## config.mk

```make
export PLATFORM = sky130hd
export DESIGN_NAME = rf_write_arbiter
export DESIGN_NICKNAME = d
export VERILOG_FILES = /design/src/rtl/rf_wb_pkg.sv /design/src/rtl/mc_result_buf.sv /design/src/rtl/rf_write_arbiter.sv
export SDC_FILE = /design/constraint.sdc
export NUM_CORES = 1
export LEC_CHECK = 0
export ABC_AREA = 1
export BUFFER_PORTS_ARGS = -buffer_cell sky130_fd_sc_hd__buf_4
export CORE_MARGIN = 4
export CORE_UTILIZATION = 55
export CTS_CLUSTER_DIAMETER = 100
export DETAILED_ROUTE_END_ITERATION = 16
export GPL_ROUTABILITY_DRIVEN = 0
export PLACE_DENSITY_LB_ADDON = 0.1
export SYNTH_ARGS = -nofsm -noshare
export SYNTH_HDL_FRONTEND = slang
export SYNTH_SLANG_ARGS = --single-unit
```

## constraint.sdc

```tcl
create_clock -name clk -period 4.1 [get_ports clk]
set_clock_uncertainty 0.1 [all_clocks]
set_input_delay 0.205 -clock clk [delete_from_list [all_inputs] [get_ports clk]]
set_output_delay 0.205 -clock clk [all_outputs]
set_load 0.1 [all_outputs]
```

## src/rtl/rf_wb_pkg.sv

```systemverilog
// Shared types and widths for the register-file write path.
package rf_wb_pkg;
  localparam int XLEN   = 32;
  localparam int REG_AW = 5;

  typedef struct packed {
    logic              valid;
    logic [REG_AW-1:0] rd;
    logic [XLEN-1:0]   data;
  } wb_entry_t;
endpackage

```

## src/rtl/mc_result_buf.sv

```systemverilog
// Circular buffer for multi-cycle results with kill-by-rd and two lookup ports.
// Killed entries stay in place as holes. A hole at the head is retired one per
// cycle. Holes at the young end are reclaimed immediately, so a hole only
// occupies a slot while a valid entry sits behind it.
module mc_result_buf
  import rf_wb_pkg::*;
#(
  parameter int DEPTH = 2
) (
  input  logic                         clk,
  input  logic                         rst,
  input  logic                         push,
  input  logic [REG_AW-1:0]            push_rd,
  input  logic [XLEN-1:0]              push_data,
  input  logic                         pop,
  input  logic                         kill,
  input  logic [REG_AW-1:0]            kill_rd,
  input  logic [REG_AW-1:0]            look1,
  input  logic [REG_AW-1:0]            look2,
  output wb_entry_t                    head,
  output logic                         full,
  output logic [$clog2(DEPTH+1)-1:0]   vld_cnt,
  output logic [DEPTH-1:0]             match1,
  output logic [DEPTH-1:0]             match2
);
  localparam int PW = $clog2(DEPTH);
  localparam int CW = $clog2(DEPTH + 1);

  wb_entry_t         mem [DEPTH];
  logic [PW-1:0]     hd;
  logic [CW-1:0]     occ;       // physical slots in use, holes included
  logic              skip;      // head leaves this cycle (popped or dead)
  logic [CW-1:0]     occ_trim;  // slots kept from the new head to the last survivor
  logic [PW-1:0]     hd_nxt;
  logic [PW-1:0]     wr_ptr;

  assign head = mem[hd];
  // A new entry needs a free physical slot; a dead head being retired frees one.
  assign full = (occ == CW'(DEPTH)) && mem[hd].valid;

  // Retire the head, apply the kill, and find the last surviving entry.
  always_comb begin
    skip     = (occ != '0) && (!mem[hd].valid || pop);
    occ_trim = '0;
    for (int i = 0; i < DEPTH; i++) begin
      if ((CW'(i) < occ) && !(skip && (i == 0)) &&
          mem[hd + PW'(i)].valid &&
          !(kill && (mem[hd + PW'(i)].rd == kill_rd))) begin
        occ_trim = CW'(i + 1) - CW'(skip);
      end
    end
    hd_nxt = hd + PW'(skip);
    wr_ptr = hd_nxt + PW'(occ_trim);
  end

  // Valid-entry count and lookup match vectors.
  always_comb begin
    vld_cnt = '0;
    match1  = '0;
    match2  = '0;
    for (int i = 0; i < DEPTH; i++) begin
      vld_cnt   = vld_cnt + CW'(mem[i].valid);
      match1[i] = mem[i].valid && (mem[i].rd == look1);
      match2[i] = mem[i].valid && (mem[i].rd == look2);
    end
  end

  // Pointer and storage update; a push into a just-retired slot takes priority.
  always_ff @(posedge clk or posedge rst) begin
    if (rst) begin
      hd  <= '0;
      occ <= '0;
      for (int i = 0; i < DEPTH; i++) mem[i] <= '0;
    end else begin
      hd  <= hd_nxt;
      occ <= occ_trim + CW'(push);
      for (int i = 0; i < DEPTH; i++) begin
        if (kill && (mem[i].rd == kill_rd)) mem[i].valid <= 1'b0;
      end
      if (skip) mem[hd].valid <= 1'b0;
      if (push) mem[wr_ptr] <= '{valid: 1'b1, rd: push_rd, data: push_data};
    end
  end
endmodule

```

## src/rtl/rf_write_arbiter.sv

```systemverilog
// Single RF write port shared by pipeline writeback and buffered multi-cycle results.
// Pipeline writes always win; buffered results drain in free slots.
module rf_write_arbiter
  import rf_wb_pkg::*;
#(
  parameter int DEPTH      = 2,
  parameter int STARVE_MAX = 4
) (
  input  logic              clk,
  input  logic              rst,
  input  logic              wb_valid,
  input  logic [REG_AW-1:0] wb_rd,
  input  logic [XLEN-1:0]   wb_data,
  input  logic              mc_valid,
  output logic              mc_ready,
  input  logic [REG_AW-1:0] mc_rd,
  input  logic [XLEN-1:0]   mc_data,
  input  logic [REG_AW-1:0] chk_rs1,
  input  logic [REG_AW-1:0] chk_rs2,
  output logic              pend1,
  output logic              pend2,
  output logic              stall_req,
  output logic              rf_we,
  output logic [REG_AW-1:0] rf_waddr,
  output logic [XLEN-1:0]   rf_wdata
);
  localparam int              SW        = $clog2(STARVE_MAX + 1);
  localparam int              CW        = $clog2(DEPTH + 1);
  localparam logic [SW-1:0]   STARVE_TC = SW'(STARVE_MAX - 1);

  wb_entry_t         head;
  logic              buf_full;
  logic [CW-1:0]     vld_cnt;
  logic [DEPTH-1:0]  match1, match2;
  logic              wb_use, pop_en, push_en, buf_empty, blocked;
  logic [SW-1:0]     starve_cnt;

  assign wb_use    = wb_valid && (wb_rd != '0);
  assign pop_en    = !wb_use && head.valid;
  assign mc_ready  = !buf_full;
  // rd 0 results are accepted and dropped; a same-rd pipeline write makes the older result dead.
  assign push_en   = mc_valid && mc_ready && (mc_rd != '0) && !(wb_use && (mc_rd == wb_rd));
  assign buf_empty = (vld_cnt == '0);
  assign blocked   = wb_use && !buf_empty;

  assign pend1 = (chk_rs1 != '0) && ((|match1) || (rf_we && (rf_waddr == chk_rs1)));
  assign pend2 = (chk_rs2 != '0) && ((|match2) || (rf_we && (rf_waddr == chk_rs2)));

  mc_result_buf #(.DEPTH(DEPTH)) u_buf (
    .clk       (clk),
    .rst       (rst),
    .push      (push_en),
    .push_rd   (mc_rd),
    .push_data (mc_data),
    .pop       (pop_en),
    .kill      (wb_use),
    .kill_rd   (wb_rd),
    .look1     (chk_rs1),
    .look2     (chk_rs2),
    .head      (head),
    .full      (buf_full),
    .vld_cnt   (vld_cnt),
    .match1    (match1),
    .match2    (match2)
  );

  // Registered RF write port: pipeline result first, else buffer head.
  always_ff @(posedge clk or posedge rst) begin
    if (rst) begin
      rf_we    <= 1'b0;
      rf_waddr <= '0;
      rf_wdata <= '0;
    end else if (wb_use) begin
      rf_we    <= 1'b1;
      rf_waddr <= wb_rd;
      rf_wdata <= wb_data;
    end else if (pop_en) begin
      rf_we    <= 1'b1;
      rf_waddr <= head.rd;
      rf_wdata <= head.data;
    end else begin
      rf_we    <= 1'b0;
    end
  end

  // Starvation tracking: count blocked cycles, request a pipeline bubble at the limit.
  always_ff @(posedge clk or posedge rst) begin
    if (rst) begin
      starve_cnt <= '0;
      stall_req  <= 1'b0;
    end else begin
      if (pop_en || buf_empty) begin
        starve_cnt <= '0;
        stall_req  <= 1'b0;
      end else if (blocked) begin
        if (starve_cnt == STARVE_TC) stall_req  <= 1'b1;
        else                         starve_cnt <= starve_cnt + 1'b1;
      end
    end
  end
endmodule

```

==> impl_results.rst <==
.. list-table::
   :header-rows: 1

   * - Metric
     - Value
   * - Flops & latches, synth
     - 121
   * - Number of gates given a new drive strength after cts
     - 0
   * - Mapped Nets
     - 884
   * - Layout fillers
     - 809
   * - Router iterations before antenna repair
     - 5
   * - Num CTS Buffers
     - 17
   * - Nature of the critical path startpoint
     - flop
   * - Required time reported for the critical path endpoint
     - 4290 ps
   * - CORE AREA
     - 11520 µm²
   * - Slew at the pin closest to its max-slew limit
     - 971.5 ps
   * - Average size of a mapped cell
     - 8.258 µm²
   * - Number of synthesized flops with an enable pin
     - 0
   * - Starting Density
     - 56.87%
   * - Largest vdd supply drop
     - 0.8185 mV
   * - Setup crit end kind
     - flop
   * - Number of setup violations in the final report
     - 0
   * - Total global routing overflow
     - 0
   * - Async SR Flop Fraction
     - 100.0%
   * - Full die area
     - 13720 µm²
   * - Setup repair after global routing missed its margin
     - no
   * - Cell family with most CP delay
     - buffers and inverters
   * - Summed negative setup slack over all endpoints
     - 0 ps
   * - Drt drc
     - 0
   * - Hold crit path type
     - input pin to flop
   * - Number of routed nets with antenna violations
     - 0
   * - Largest stage delay on the critical path
     - 560 ps
   * - Synth Cell Area
     - 6549 µm²
   * - DIE WIDTH
     - 117.1 µm
   * - Post-layout min period
     - 3194 ps
   * - Critical path, cell by cell
     - buf_4, nand2_1, o21ai_2, inv_1, nand3_1, nand3_1, a41oi_4, buf_4, nand3_2, buf_4, nand2_1, nand2_1
   * - Core Util, Final
     - 75.61%
   * - Via count of the first global-routing pass
     - 6627
   * - Clock net sink count
     - 121
   * - First DRT Iteration DRCs
     - 749
   * - Switching portion of total power
     - 52.05%
   * - Worst path bufs/invs
     - 4
   * - Antenna violations before repair
     - 0
   * - Vertical die dimension
     - 117.1 µm
   * - Number of distinct standard cells referenced by the synthesized netlist
     - 36
   * - Maximum number of pins on one net before global-route repair
     - 67
   * - Vias
     - 6589
   * - Max-cap violations
     - 0
   * - Fraction of power consumed by sequential logic
     - 27.1%
   * - Worst-case headroom to the max-slew limit
     - 35.08%
   * - Buffer type at the clock tree root
     - clkbuf_16
   * - Top-Level Pins
     - 130
   * - Detailed-route wire length per cell
     - 17.91 µm
   * - Period utilisation layout
     - 77.90%
   * - Clock transition at the registers of the reported paths
     - 50 ps
   * - Fraction of final layout cells with drive strength greater than 1
     - 20.41%
   * - Number of core rows
     - 39
   * - GRT Resource Usage Total
     - 30.42%
   * - Power Density
     - 937.5 nW/µm²
   * - Net switching component of the power
     - 4.249 mW
   * - Worst Path Arrival
     - 3390 ps
   * - Total count of hold-check failures in the final report
     - 0
   * - First-pass GRT wire length
     - 32550 µm
   * - Type of the worst setup path
     - flop to flop
   * - Post-synth top flop
     - dfrtp_1
   * - Area growth from synthesis to layout
     - 32.96%
   * - Power share of the clock group
     - 18.5%
   * - Number of synthesis warnings
     - 0
   * - Comb power frac
     - 54.4%
   * - Max Slew Vio Count
     - 0
   * - CTS HTree Levels
     - 4
   * - Most common cell after layout, fill and taps aside
     - nand2_1
   * - Cell internal power dissipation
     - 3.915 mW
   * - Most used cells in the layout excluding fill and tap cells
     - 273 x nand2_1, 143 x buf_4, 120 x dfrtp_1
   * - Seq/Total Area, Yosys
     - 46.24%
   * - Final routed wirelength across all metal layers
     - 20020 µm
   * - Post-synthesis instance total
     - 793
   * - Final nets
     - 1053
   * - Post-DP Area
     - 7403 µm²
   * - Worst path slowest cell
     - a41oi_4
   * - Clock insertion delay at the later pin of the skew report
     - 420 ps
   * - Overall power after layout
     - 8.163 mW
   * - HPWL Detailed
     - 12240 µm
   * - # port buffers
     - 129
   * - Max frequency
     - 313.1 MHz
   * - Via density
     - 5.894
   * - Lkg Pwr
     - 4.329 nW
   * - Critical-path maximum fanout
     - 51
   * - Run status
     - completed
   * - Number of antenna diodes
     - 0
   * - Maximum count of clock buffers along a single path
     - 2
   * - TritonCTS clock tree
     - done
   * - Post-route design area
     - 8707 µm²
## cells in the mapped netlist (6+ instances only)
| cell | instances | area, µm² |
|---|---|---|
| nand4_1 | 79 | 494.2 |
| xor2_1 | 14 | 122.6 |
| a221oi_1 | 6 | 52.55 |
| o22ai_1 | 7 | 43.79 |
| mux2i_1 | 8 | 80.08 |
| o21ai_0 | 9 | 45.04 |
| xnor2_1 | 12 | 105.1 |
| buf_2 | 22 | 110.1 |
| buf_4 | 14 | 105.1 |
| dfrtp_1 | 121 | 3028 |
| buf_6 | 12 | 135.1 |
| nor2_1 | 47 | 176.4 |
| inv_1 | 34 | 127.6 |
| a21oi_1 | 17 | 85.08 |
| nand2_2 | 10 | 62.56 |
| nand2_1 | 273 | 1025 |
| o311ai_0 | 16 | 140.1 |
| o211ai_1 | 8 | 60.06 |
| a221o_1 | 8 | 80.08 |
| nand3_1 | 27 | 135.1 |
| clkbuf_1 | 15 | 56.30 |
## flip-flops by register name (all words and copies together), names as in the netlist
name	count
rf_wdata	32
stall_req	1
rf_we	1
u_buf.occ	2
u_buf.mem	76
starve_cnt	3
rf_waddr	5
u_buf.hd	1
## worst register-to-register path: stages, from the launching register on
cell	delay, ps
dfrtp_2	360
buf_4	530
nand2_1	140
o21ai_2	120
inv_1	130
nand3_1	120
nand3_1	120
a41oi_4	560
buf_4	370
nand3_2	120
buf_4	260
nand2_1	100
nand2_1	60
## per-layer routing
layer	GRT usage (%)	share of wire [%]	up-vias
li1	-	-	3026
met1	39.33	40	3168
met2	49.68	50	345
met3	7.609	7.9	50
met4	11.39	2.5	0
met5	0	0	-
## metrics by stage
stage               instances  hold slack [ps]  worst slack, ps
floorplan                 793            241.6            580.8
global placement         1016            306.7             1094
detailed placement       1016            328.4            976.5
CTS                      1118            98.33            952.6
global route             1118            128.0            635.8
finish                   1118            113.9            906.1
## cells by family after synthesis
kind of cell               count (synthesis)  share of synthesized area, %
and+or+nand+nor                          450                         30.51
AOI/OAI and AO/OA                         84                         9.591
DFF                                      121                         46.24
buffers and inverters                    101                         8.387
adders and majority gates                  3                        0.5732
muxes                                      8                         1.223
xor gates and xnor gates                  26                         3.477
## cell type report
cell class,count,area [µm²],area share [%]
Timing Repair Buffer,213,1774,20.38
Sequential cell,121,3029,34.79
Tap cell,143,178.9,2.055
Multi-Input combinational cell,571,2977,34.19
Inverter,38,145.1,1.667
Clock inverter,7,87.58,1.006
Clock buffer,25,515.5,5.920
## power by group through the flow
stage	combinational [mW]	sequential (mW)	clock [mW]
after global routing	4.76	2.28	1.59
after CTS	4.40	2.19	1.52
final	4.44	2.22	1.51
after detailed placement	4.33	2.20	0
after global placement	4.22	2.17	0
after floorplan	2.28	3.36	0
## worst paths after layout
kind | startpoint | to | slack (ps) | cells after the start
max reg2reg | u_buf.hd$_DFF_PP0_ | u_buf.mem[3]$_DFFE_PP0P_ | 910 | 12
min in group asynchronous | rst | rf_wdata[30]$_DFFE_PP0P_ | 400 | 3
max in group asynchronous | rst | rf_wdata[15]$_DFFE_PP0P_ | 2580 | 4
max | u_buf.hd$_DFF_PP0_ | u_buf.mem[3]$_DFFE_PP0P_ | 910 | 12
min reg2reg | u_buf.mem[59]$_DFFE_PP0P_ | u_buf.mem[59]$_DFFE_PP0P_ | 370 | 2
min | wb_rd[2] | rf_waddr[2]$_DFFE_PP0P_ | 110 | 3
## what timing repair did
action	4_1_cts	5_1_grt
hold buffers	70	0
setup buffers	0	0
endpoints found under the setup margin	0	0
endpoints found under the hold margin	168	0
Note: power is estimated with default switching activity, not from simulation.
